### config.mk
export PLATFORM = sky130hd
export DESIGN_NAME = regfile_debug_arbiter
export DESIGN_NICKNAME = d
export VERILOG_FILES = /design/src/rtl/regfile_debug_arbiter.sv
export SDC_FILE = /design/constraint.sdc
export NUM_CORES = 1
export LEC_CHECK = 0
export BUFFER_PORTS_ARGS = -buffer_cell sky130_fd_sc_hd__clkbuf_2
export CAP_MARGIN = 20
export CORE_MARGIN = 2
export CORE_UTILIZATION = 40
export CTS_BUF_LIST = sky130_fd_sc_hd__clkbuf_8 sky130_fd_sc_hd__clkbuf_16
export DETAILED_ROUTE_END_ITERATION = 7
export PLACE_DENSITY = 0.82
export SETUP_SLACK_MARGIN = 0.1
export SKIP_CTS_REPAIR_TIMING = 1
export SKIP_LAST_GASP = 1
export SYNTH_ARGS = -nofsm -noshare
export SYNTH_HDL_FRONTEND = slang
export SYNTH_SLANG_ARGS = --single-unit
export TNS_END_PERCENT = 30
### constraint.sdc
create_clock -name clk -period 1.9 [get_ports clk]
set_clock_uncertainty 0.2 [all_clocks]
set_input_delay 0.19 -clock clk [delete_from_list [all_inputs] [get_ports clk]]
set_output_delay 0.19 -clock clk [all_outputs]
set_load 0.1 [all_outputs]
### src/rtl/regfile_debug_arbiter.sv
// Debug-port arbiter for the decode-stage register file: halts the pipeline,
// drains in-flight writebacks, then performs one debug read or write.
module regfile_debug_arbiter #(
    parameter int DATA_WIDTH     = 32,
    parameter int REG_ADDR_WIDTH = 5,
    parameter int DRAIN_CYCLES   = 3
) (
    input  logic                      clk,
    input  logic                      rst_n,
    input  logic                      dbg_req_i,
    input  logic                      dbg_we_i,
    input  logic [REG_ADDR_WIDTH-1:0] dbg_addr_i,
    input  logic [DATA_WIDTH-1:0]     dbg_wdata_i,
    input  logic                      dbg_hold_i,
    output logic                      dbg_ack_o,
    output logic [DATA_WIDTH-1:0]     dbg_rdata_o,
    output logic                      halted_o,
    input  logic                      rd_write_en_wb_i,
    input  logic [REG_ADDR_WIDTH-1:0] rd_addr_wb_i,
    input  logic [DATA_WIDTH-1:0]     rd_data_wb_i,
    input  logic [REG_ADDR_WIDTH-1:0] rs1_addr_id_i,
    output logic                      rf_we_o,
    output logic [REG_ADDR_WIDTH-1:0] rf_waddr_o,
    output logic [DATA_WIDTH-1:0]     rf_wdata_o,
    output logic [REG_ADDR_WIDTH-1:0] rf_rs1_addr_o,
    input  logic [DATA_WIDTH-1:0]     rf_rs1_data_i
);

    typedef enum logic [2:0] {
        ST_RUN    = 3'd0,
        ST_DRAIN  = 3'd1,
        ST_ACCESS = 3'd2,
        ST_ACK    = 3'd3,
        ST_HALTED = 3'd4
    } state_e;

    state_e                  state_q, state_d;
    logic [3:0]              cnt_q, cnt_d;
    logic [DATA_WIDTH-1:0]   rdata_q, rdata_d;
    logic                    halted_q, ack_q;

    // Next-state, drain counter and read-capture logic.
    always_comb begin
        state_d = state_q;
        cnt_d   = cnt_q;
        rdata_d = rdata_q;
        case (state_q)
            ST_RUN: begin
                if (dbg_req_i) begin
                    state_d = ST_DRAIN;
                    cnt_d   = 4'(DRAIN_CYCLES - 1);
                end else begin
                    state_d = ST_RUN;
                end
            end
            ST_DRAIN: begin
                if (cnt_q == 4'd0) begin
                    state_d = ST_ACCESS;
                end else begin
                    cnt_d = cnt_q - 4'd1;
                end
            end
            ST_ACCESS: begin
                // A late writeback owns the write port; only a debug write waits.
                if (!dbg_we_i) begin
                    rdata_d = rf_rs1_data_i;
                    state_d = ST_ACK;
                end else if (rd_write_en_wb_i) begin
                    state_d = ST_ACCESS;
                end else begin
                    state_d = ST_ACK;
                end
            end
            ST_ACK: begin
                if (dbg_hold_i) begin
                    state_d = ST_HALTED;
                end else begin
                    state_d = ST_RUN;
                end
            end
            ST_HALTED: begin
                if (dbg_req_i) begin
                    state_d = ST_ACCESS;
                end else if (!dbg_hold_i) begin
                    state_d = ST_RUN;
                end else begin
                    state_d = ST_HALTED;
                end
            end
            default: begin
                state_d = ST_RUN;
                cnt_d   = 4'd0;
            end
        endcase
    end

    // Register-file port muxes: pass-through except during the debug access.
    always_comb begin
        rf_we_o       = rd_write_en_wb_i;
        rf_waddr_o    = rd_addr_wb_i;
        rf_wdata_o    = rd_data_wb_i;
        rf_rs1_addr_o = rs1_addr_id_i;
        if (state_q == ST_ACCESS) begin
            if (!dbg_we_i) begin
                rf_rs1_addr_o = dbg_addr_i;
            end else if (!rd_write_en_wb_i) begin
                rf_we_o    = (dbg_addr_i != {REG_ADDR_WIDTH{1'b0}});
                rf_waddr_o = dbg_addr_i;
                rf_wdata_o = dbg_wdata_i;
            end else begin
                rf_we_o = rd_write_en_wb_i;
            end
        end else begin
            rf_rs1_addr_o = rs1_addr_id_i;
        end
    end

    // State, counter and registered Moore outputs.
    always_ff @(posedge clk or negedge rst_n) begin
        if (!rst_n) begin
            state_q  <= ST_RUN;
            cnt_q    <= 4'd0;
            rdata_q  <= {DATA_WIDTH{1'b0}};
            halted_q <= 1'b0;
            ack_q    <= 1'b0;
        end else begin
            state_q  <= state_d;
            cnt_q    <= cnt_d;
            rdata_q  <= rdata_d;
            halted_q <= (state_d != ST_RUN);
            ack_q    <= (state_d == ST_ACK);
        end
    end

    assign halted_o    = halted_q;
    assign dbg_ack_o   = ack_q;
    assign dbg_rdata_o = rdata_q;

endmodule
==> metrics.txt <==
status=finished, violations left; failing checks=negative setup slack; distinct cell type count after synthesis=34; area of the multi-input gates=about 1300 µm²; routability cong.=just over 0.9; vias in the first global route=between 2000 and 2500; Post-synth top cells=41 x dfrtp_1, 37 x mux2_2, 30 x mux2_4; Max Freq=about 0.44 GHz; VDD IR max=roughly 1.7 mV; top cell family by delay on the critical path=simple AND/OR/NAND/NOR gates; antenna viol nets, final=0; critical path data arrival time=1.87 ns; routed vias=between 2000 and 2500; Buffers & Inverters on Critical Path=2; HP Class=input pin to flip-flop; Period Utilization, post-route=1.188; Leakage=2.376 nW; total gr overflow=0; clock-pin slew on the worst setup and hold paths=0.08 ns; Main synth FF type=dfrtp_1; endpoints failing setup=74; die width=around 80 µm; vias per std cell=between 5 and 6; Rows=28; Die Ht=between 80 and 90 µm; Layout fillers=312; CTS sink count=approximately 40; core footprint=between 5000 and 6000 µm²; Final Hold Vio Count=0; clk root buf=clkbuf_8; Syn Nets=approximately 290; share of synthesized registers carrying an async set or reset=1.000; worst hold start=rd_write_en_wb_i; Crit path largest cell delay=roughly 0.42 ns; Nets=between 500 and 600; Reg area=between 1000 and 1500 µm²; Netlist Area Pre-Place=2429 µm²; Layout Area Growth over Synthesis=91.91%; Initial Util=0.4126; cell count after placement=roughly 440; slowest cell on the critical path=dfrtp_1; YS warnings=0; Final TNS setup=-16.82 ns; First-pass DRT Iterations=4; share of cells above drive strength 1=0.7036; Required @ worst endpoint=between 1.5 and 2 ns; slew of the pin with the lowest slew margin=between 0.5 and 0.6 ns; CTS tree=done; sequential power share=0.211; share of the synthesized area in the top cell type=0.4225; GRT Util Overall=0.2479; post-DP HPWL=6979 µm; io pins=roughly 190; crit-path most repeated cell=buf_12; post-synthesis sequential element count=41; clock power share=0.078; final worst slack=-0.3577 ns; most common cell in the synthesized netlist=dfrtp_1; switch share=0.6187; RSZ-0062 raised after global routing=yes; post-synthesis cell count=around 170; crit-path cells=nor2_4, nand3_4, nor2_8, buf_12, mux2_2, buf_12; largest net degree at the start of global routing=42; slew margin rel.=0.6260; Max clock buf depth=2; sequential-to-total area share from yosys stat=0.4225; Ant. Diodes=0; initial antenna violation count=0; crit-path max FO=14; Final Max Slew Viols=0; CTS H-tree depth=2; R2R Path Start=state_q[0]$_DFF_PN0_; total wire length=9824 µm; Int Power=about 0.0028 W; IO Port Bufs=between 150 and 200; PD cells=between 1500 and 2000 nW/µm²; Worst setup EP type=output pin; CP startpoint=state_q[0]$_DFF_PN0_; initial detailed-routing violation count=79; clock insertion delay at the later pin of the skew report=0.30 ns; TritonCTS buffer count=5; combinational fraction of design power=0.711; kind of critical path=flip-flop to output pin; Post-synth EDFFs=0; drc violations=0; fin cells=490; Post-Syn Area per Cell=approximately 14 µm²; Die ar.=between 6000 and 7000 µm²; WL per Instance=~20 µm; Final min period=about 2.3 ns; first-pass GRT wire length=around 12000 µm; Critical Path Start Type=flip-flop; MaxCap Viol Count=0; largest cells by area after synthesis=dfrtp_1 42%, mux2_4 19%, mux2_2 17%, mux2_1 3.2%, buf_12 2.5%; Psw=between 0.004 and 0.005 W; post-synth top area cell=dfrtp_1
[cells in the final DEF, fill, tap and decap left out, types with 2 or more instances in the layout]
master         Yosys  layout
dlygate4sd3_1      0      34
or3b_1             2       2
buf_12             3      47
mux2_2            37      33
nor2_8             2       2
a21o_1             2       2
clkbuf_8           0       5
inv_1              3       3
nor2b_1            2       2
dfrtp_1           41      41
mux2_4            30      35
nand3b_1           2       2
nand2_1            4       4
buf_4              2      11
nor2_1             8       8
mux2_1             7       6
a21oi_1            2       2
clkbuf_2           0     150
o21ai_0            5       5
clkinv_2           0       2
nor3_1             2       2
[cells by family (layout without fill, tap and decap cells)]
logic type               count (synthesis)  after routing  synth area share
AO/OA/AOI/OAI                           17             17           0.05255
adder cells (fa/ha/maj)                  1              1          0.005151
buffers and inverters                   12            254           0.05152
flip-flops                              41             41            0.4225
multiplexers                            74             74            0.3895
AND/OR/NAND/NOR                         28             28           0.07883
[stage by stage]
| stage | worst slack, ns | hold slack [ns] | power, W | area [µm²] | util |
|---|---|---|---|---|---|
| final | -0.3577 | 0.01168 | 0.007338 | 4661 | 0.7919 |
| after global routing | -0.4038 | 0.01777 | 0.007576 | 4661 | 0.7919 |
| after global placement | 0.003790 | 0.07656 | 0.006458 | 4183 | 0.7107 |
| after CTS | -0.3790 | -0.2301 | 0.007149 | 4269 | 0.7253 |
| after floorplan | 0.03509 | -0.3056 | 0.005459 | 2467 | - |
| after detailed placement | -0.04700 | 0.09017 | 0.006572 | 4183 | 0.7107 |
[final cells by class]
class / count / share of cell area
well taps: 75 / 0.02013
flip-flops and latches: 41 / 0.2201
clock inverters: 3 / 0.003758
clock buffers: 5 / 0.01477
inverters: 3 / 0.002416
repair buffers: 243 / 0.4561
multi-input cells: 120 / 0.2827
[metal layers]
layer | up-vias | part of all wire | track usage
met5 | - | 0 | 0
met4 | 0 | 0.027 | 0.09333
met3 | 22 | 0.096 | 0.07363
met2 | 151 | 0.55 | 0.4813
met1 | 1182 | 0.33 | 0.2438
li1 | 1106 | - | -
[state kept, by name, indices dropped and copies added, names as in the netlist]
signal / flops
cnt_q: 4
halted_o: 1
state_q: 3
dbg_ack_o: 1
dbg_rdata_o: 32
[worst register-to-register path: cells and delay by family (launching register included)]
family | cells | cell delay (ns)
buffers and inverters | 4 | 0.55
flip-flops | 1 | 0.42
multiplexers | 1 | 0.38
AND/OR/NAND/NOR | 3 | 0.41
[power groups by stage]
stage / Clock [W] / Sequential [W] / Combinational [W]
2_1_floorplan: 0 / 0.00399 / 0.00147
3_3_place_gp: 0 / 0.00148 / 0.00497
3_5_place_dp: 0 / 0.00152 / 0.00505
4_1_cts: 0.000569 / 0.00152 / 0.00506
5_1_grt: 0.000618 / 0.00159 / 0.00537
6_report: 0.000570 / 0.00155 / 0.00522
[final timing paths]
kind / end / slack, ns / cells after the start
worst max-delay path: rf_wdata_o[0] / -0.36 / 6
worst min-delay path: dbg_ack_o$_DFF_PN0_ / 0.01 / 2
worst max register to register: dbg_rdata_o[12]$_DFFE_PN0P_ / -0.17 / 8
worst min register to register: dbg_rdata_o[26]$_DFFE_PN0P_ / 0.29 / 1
max in group asynchronous: halted_o$_DFF_PN0_ / 0.83 / 3
min in group asynchronous: dbg_rdata_o[8]$_DFFE_PN0P_ / 0.32 / 3
Note: power is estimated with default switching activity, not from simulation.
